<file path="src/rtl/fas_peak_analyzer.sv">
// Serial FFT-bin peak finder: squares each bin's magnitude, keeps the running
// maximum per frame and reports index, magnitude and threshold detect at frame end.
module fas_peak_analyzer #(
    parameter int NBINS   = 16,
    parameter int DW      = 16,
    parameter int IDXW    = $clog2(NBINS),
    parameter bit SKIP_DC = 1'b0
) (
    input  logic              clk,
    input  logic              rst,
    input  logic              bin_valid,
    output logic              bin_ready,
    input  logic [DW-1:0]     bin_re,
    input  logic [DW-1:0]     bin_im,
    input  logic              bin_last,
    input  logic [2*DW:0]     thresh,
    output logic              done,
    output logic [IDXW-1:0]   freq,
    output logic [2*DW:0]     peak_mag,
    output logic              peak_found,
    output logic              frame_err
);
    localparam int MW = 2*DW+1;
    localparam logic [1:0] ST_ACCUM  = 2'd0;
    localparam logic [1:0] ST_DRAIN  = 2'd1;
    localparam logic [1:0] ST_REPORT = 2'd2;
    localparam logic [IDXW-1:0] LAST_IDX = IDXW'(NBINS-1);

    logic [1:0]          r_state;
    logic [1:0]          w_state_next;
    logic [IDXW-1:0]     r_idx;
    logic [MW-1:0]       r_thresh;
    logic                r_s1_valid;
    logic [MW-1:0]       r_s1_mag;
    logic [IDXW-1:0]     r_s1_idx;
    logic                r_err_pend;
    logic [MW-1:0]       r_best_mag;
    logic [IDXW-1:0]     r_best_idx;
    logic                r_done;
    logic [IDXW-1:0]     r_freq;
    logic [MW-1:0]       r_peak_mag;
    logic                r_peak_found;
    logic                r_frame_err;

    logic                w_accept;
    logic                w_idx_end;
    logic                w_frame_end;
    logic                w_frame_err;
    logic                w_candidate;
    logic signed [2*DW-1:0] w_re_ext;
    logic signed [2*DW-1:0] w_im_ext;
    logic signed [2*DW-1:0] w_re_sq;
    logic signed [2*DW-1:0] w_im_sq;
    logic [MW-1:0]       w_mag;

    assign bin_ready   = (r_state == ST_ACCUM) && !rst;
    assign w_accept    = bin_valid && bin_ready;
    assign w_idx_end   = (r_idx == LAST_IDX);
    assign w_frame_end = bin_last || w_idx_end;
    assign w_frame_err = bin_last ^ w_idx_end;

    // Squares are non-negative and fit in 2*DW signed bits even for the most
    // negative input; the extra MSB of the sum absorbs the carry.
    assign w_re_ext = {{DW{bin_re[DW-1]}}, bin_re};
    assign w_im_ext = {{DW{bin_im[DW-1]}}, bin_im};
    assign w_re_sq  = w_re_ext * w_re_ext;
    assign w_im_sq  = w_im_ext * w_im_ext;
    assign w_mag    = {1'b0, w_re_sq} + {1'b0, w_im_sq};

    assign w_candidate = r_s1_valid
                      && !(SKIP_DC && (r_s1_idx == '0))
                      && (r_s1_mag > r_best_mag);

    always_comb begin
        w_state_next = r_state;
        case (r_state)
            ST_ACCUM:  if (w_accept && w_frame_end) w_state_next = ST_DRAIN;
            ST_DRAIN:  w_state_next = ST_REPORT;
            ST_REPORT: w_state_next = ST_ACCUM;
            default:   w_state_next = ST_ACCUM;
        endcase
    end

    always_ff @(posedge clk) begin
        if (rst) begin
            r_state      <= ST_ACCUM;
            r_idx        <= '0;
            r_thresh     <= '0;
            r_s1_valid   <= 1'b0;
            r_s1_mag     <= '0;
            r_s1_idx     <= '0;
            r_err_pend   <= 1'b0;
            r_best_mag   <= '0;
            r_best_idx   <= '0;
            r_done       <= 1'b0;
            r_freq       <= '0;
            r_peak_mag   <= '0;
            r_peak_found <= 1'b0;
            r_frame_err  <= 1'b0;
        end else begin
            r_state    <= w_state_next;
            r_s1_valid <= w_accept;
            r_done     <= 1'b0;
            r_frame_err <= 1'b0;

            if (w_accept) begin
                r_s1_mag <= w_mag;
                r_s1_idx <= r_idx;
                r_idx    <= w_frame_end ? '0 : r_idx + 1'b1;
                if (r_idx == '0) r_thresh <= thresh;
                if (w_frame_end) r_err_pend <= w_frame_err;
            end

            // REPORT never coincides with a valid S1 entry: bin_ready is low
            // on the two edges before it, so clearing best_* here is safe.
            if (r_state == ST_REPORT) begin
                r_done       <= 1'b1;
                r_frame_err  <= r_err_pend;
                r_freq       <= r_best_idx;
                r_peak_mag   <= r_best_mag;
                r_peak_found <= (r_best_mag > r_thresh);
                r_best_mag   <= '0;
                r_best_idx   <= '0;
            end else if (w_candidate) begin
                r_best_mag <= r_s1_mag;
                r_best_idx <= r_s1_idx;
            end
        end
    end

    assign done       = r_done;
    assign freq       = r_freq;
    assign peak_mag   = r_peak_mag;
    assign peak_found = r_peak_found;
    assign frame_err  = r_frame_err;
endmodule

</file>
<file path="config.mk">
export PLATFORM = sky130hd
export DESIGN_NAME = fas_peak_analyzer
export DESIGN_NICKNAME = d
export VERILOG_FILES = /design/src/rtl/fas_peak_analyzer.sv
export SDC_FILE = /design/constraint.sdc
export NUM_CORES = 2
export LEC_CHECK = 0
export ABC_AREA = 1
export BUFFER_PORTS_ARGS = -buffer_cell sky130_fd_sc_hd__buf_2
export CAP_MARGIN = 20
export CORE_MARGIN = 2
export CORE_UTILIZATION = 55
export DETAILED_ROUTE_END_ITERATION = 6
export GPL_TIMING_DRIVEN = 1
export PLACE_DENSITY = 0.72
export REMOVE_ABC_BUFFERS = 1
export SETUP_SLACK_MARGIN = 0.02
export SLEW_MARGIN = 30
export SYNTH_ARGS = -nofsm -noshare
export SYNTH_HDL_FRONTEND = slang
export SYNTH_SLANG_ARGS = --single-unit
</file>
<file path="constraint.sdc">
create_clock -name clk -period 9.5 [get_ports clk]
set_input_delay 2.375 -clock clk [delete_from_list [all_inputs] [get_ports clk]]
set_output_delay 2.375 -clock clk [all_outputs]
set_load 0.1 [all_outputs]
</file>
==> flow_summary_export.csv <==
group,metric,value,unit
run_status,status,"completed",
synth,yosysTopAreaCellShare,33.4,%
critical_path,cp_max_fo,16,
sta,tns,0,ns
critical_path,arrival,9.28,ns
floorplan,core,51300,sq um
place,port_buffers,109,
final_layout,final_net_count,4579,
final_layout,fill_cells,4795,
critical_path,start_kind,"input pin",
grt,antenna_found_initial,0,
synth,syn_avg_cell_area,7.69,sq um
clock_tree,cts_tree,"yes",
final_layout,area_growth,6.37,%
route,routed_wirelength,65100,um
sta,holdWs,0.452,ns
clock_tree,clock_latency,0.43,ns
critical_path,worstSetupPathType,"input pin to flip-flop",
synth,syn_area,28500,sq um
synth,synth_common_cells,"inv_1 (1015), nand2_1 (710), fa_1 (476)",
route,post_drt_wl_per_cell,14.6,um
synth,ys.flop_type,"dfxtp_1",
place,gp_congestion,0.932,
sta,clock-skew-final,0.00628,ns
synth,synthArstFlopShare,0,%
synth,synth_largest_area_cell,"fa_1",
place,hpwl,56600,um
sta,final.setup.worst_slack,0.553,ns
sta,hold_viol,0,
grt,grt_max_degree,67,
clock_tree,clock_sinks,155,
critical_path,crit_family,"adder cells",
hold_path,hold_class,"flip-flop to flip-flop",
clock_tree,cts_buffer_depth,2,
critical_path,required,9.83,ns
synth,synth_seq_cells,155,
critical_path,crit_path_end_kind,"flip-flop",
sta,slew_headroom,43.6,%
sta,rsz0062_at_grt,"false",
clock_tree,cts_setup_buffers,0,
route,vias,22600,
grt,grt_pass1_vias,23200,
synth,post-synth-top-count-cell,"inv_1",
synth,syn_inst,3703,
floorplan,die_w,232,um
flow_run,drv_cap,0,
route,drc_errors,0,
synth,yosysSeqAreaShare,10.9,%
clock_tree,cts_made_buffers,17,
sta,fmax,0.112,GHz
synth,yosys_warnings,0,
critical_path,critPathMaxStageDelay,0.69,ns
floorplan,die_area,53600,sq um
sta,period_share,94.2,%
critical_path,crit_path_frequent_cell,"nand2_1",
critical_path,cpMaxStageDelayCell,"fa_1",
final_layout,antenna_cells,0,
route,via_per_inst,5.07,
route,first_pass_iters,7,
clock_tree,clkTransAtPathRegs,0.06,ns
floorplan,rows,83,
synth,synth_cell_types,43,
floorplan,num_io_pins,110,
route,drt_iter0_markers,1285,
final_layout,drive_gt1_share,7.14,%
grt,grt_use_total,25.6,%
sta,worst_slew_pin_slew,0.846,ns
clock_tree,cts-htree-levels,4,
sta,maxSlewViolCount,0,
critical_path,crit_buf_inv,6,
floorplan,dieHeight,232,um
clock_tree,root_buffer,"clkbuf_16",
synth,yosys-top-cells-area,"fa_1 (33%), inv_1 (13%), ha_1 (12%), dfxtp_1 (11%), nand2_1 (9.4%)",
route,antenna_left,0,
sta,setup_viol,0,
synth,synth_edf_count,0,
grt,globalRouteOverflowTotal,0,
floorplan,start_util,55.5,%
grt,grt_pass1_wl,112000,um
sta,min_period,8.95,ns
place,dp_slack,0.0290,ns
registers in the layout, indices dropped and copies added (netlist names):
| signal | flops |
|---|---|
| done | 1 |
| frame_err | 1 |
| freq | 4 |
| peak_found | 1 |
| peak_mag | 33 |
| r_best_idx | 4 |
| r_best_mag | 33 |
| r_err_pend | 1 |
| r_idx | 4 |
| r_s1_idx | 4 |
| r_s1_mag | 33 |
| r_s1_valid | 1 |
| r_state | 2 |
| r_thresh | 33 |
area by class of cell:
type,count,area (sq um),area share (%)
clock buffers,24,522,1.72
clock inverters,6,83.8,0.277
inverters,1018,3820,12.6
multi-input cells,2417,21100,69.5
flip-flops and latches,155,3100,10.2
well taps,680,851,2.81
repair buffers,150,873,2.88
worst min-delay path: cells and delay by family, from the launching register on:
family / cells / cell delay [ns]
AO/OA/AOI/OAI: 1 / 0.05
flip-flops: 1 / 0.32
AND/OR/NAND/NOR: 1 / 0.05
final timing paths:
path         depth (start not counted)                           to  slack, ns                  startpoint
min                                  2    peak_mag[21]$_SDFFE_PP0P_       0.45   peak_mag[21]$_SDFFE_PP0P_
max reg2reg                         11  r_best_mag[30]$_SDFFE_PP0P_       6.63  r_best_mag[4]$_SDFFE_PP0P_
max                                 31    r_s1_mag[28]$_SDFFE_PP0P_       0.55                   bin_re[1]
min reg2reg                          2    peak_mag[21]$_SDFFE_PP0P_       0.45   peak_mag[21]$_SDFFE_PP0P_
cell families (layout without fill, tap and decap cells):
logic type / after synthesis / count (layout) / share of synthesized area, %
adder cells (fa/ha/maj): 751 / 751 / 45.5
buffers and inverters: 1131 / 1198 / 15.3
AO/OA/AOI/OAI: 447 / 447 / 8.71
flip-flops: 155 / 155 / 10.9
AND/OR/NAND/NOR: 1132 / 1132 / 16.9
XOR/XNOR: 87 / 87 / 2.67
cell usage in the layout, fill, tap and decap left out, types with 3 or more instances in the layout:
master     instances
o211ai_1           6
fa_1             476
dfxtp_1          155
inv_2              3
ha_1             274
nand3_2           20
xor2_1            63
a21o_1            21
o21ai_0          139
clkinv_2           3
nand2_1          709
nand3_1          120
nor3_2             3
o21bai_1          15
nor4_1             4
nor2_1           172
a21oi_1          213
xnor2_1           24
nand4_1           29
a21oi_2           20
clkbuf_16         17
buf_4             39
buf_2            109
clkbuf_8           7
o21a_1             5
or2_2             11
nand2_2            3
a31oi_1            6
inv_1           1013
a22o_1             4
a21boi_0           5
nor2_2            21
nor3_1            27
nand3b_1           6
o21ai_1            6
per-layer routing:
| metal | global-route usage [%] | routed length, um | share of wire (%) | up-vias |
|---|---|---|---|---|
| li1 | - | - | - | 11200 |
| met2 | 45.6 | 32000 | 49 | 482 |
| met1 | 33.7 | 29100 | 45 | 10900 |
| met5 | 0 | 0 | 0 | - |
| met4 | 6.31 | 1530 | 2.4 | 0 |
| met3 | 1.83 | 2470 | 3.8 | 81 |
metrics by stage:
| stage | util [%] | std cells | area, sq um |
|---|---|---|---|
| after floorplan | - | 3590 | 27900 |
| after global placement | 57.8 | 4418 | 29700 |
| after detailed placement | 57.9 | 4419 | 29700 |
| after CTS | 59.0 | 4449 | 30300 |
| after global routing | 59.1 | 4450 | 30300 |
| final | 59.1 | 4450 | 30300 |
timing repair:
| action | 4_1_cts | 5_1_grt |
|---|---|---|
| endpoints found under the setup margin | 0 | 1 |
| gates resized for setup | 0 | 2 |
| hold buffers | 0 | 0 |
Power is left out: the tool's default activity adds up to more than one toggle a clock period on the data nets, which glitch-free logic cannot reach.
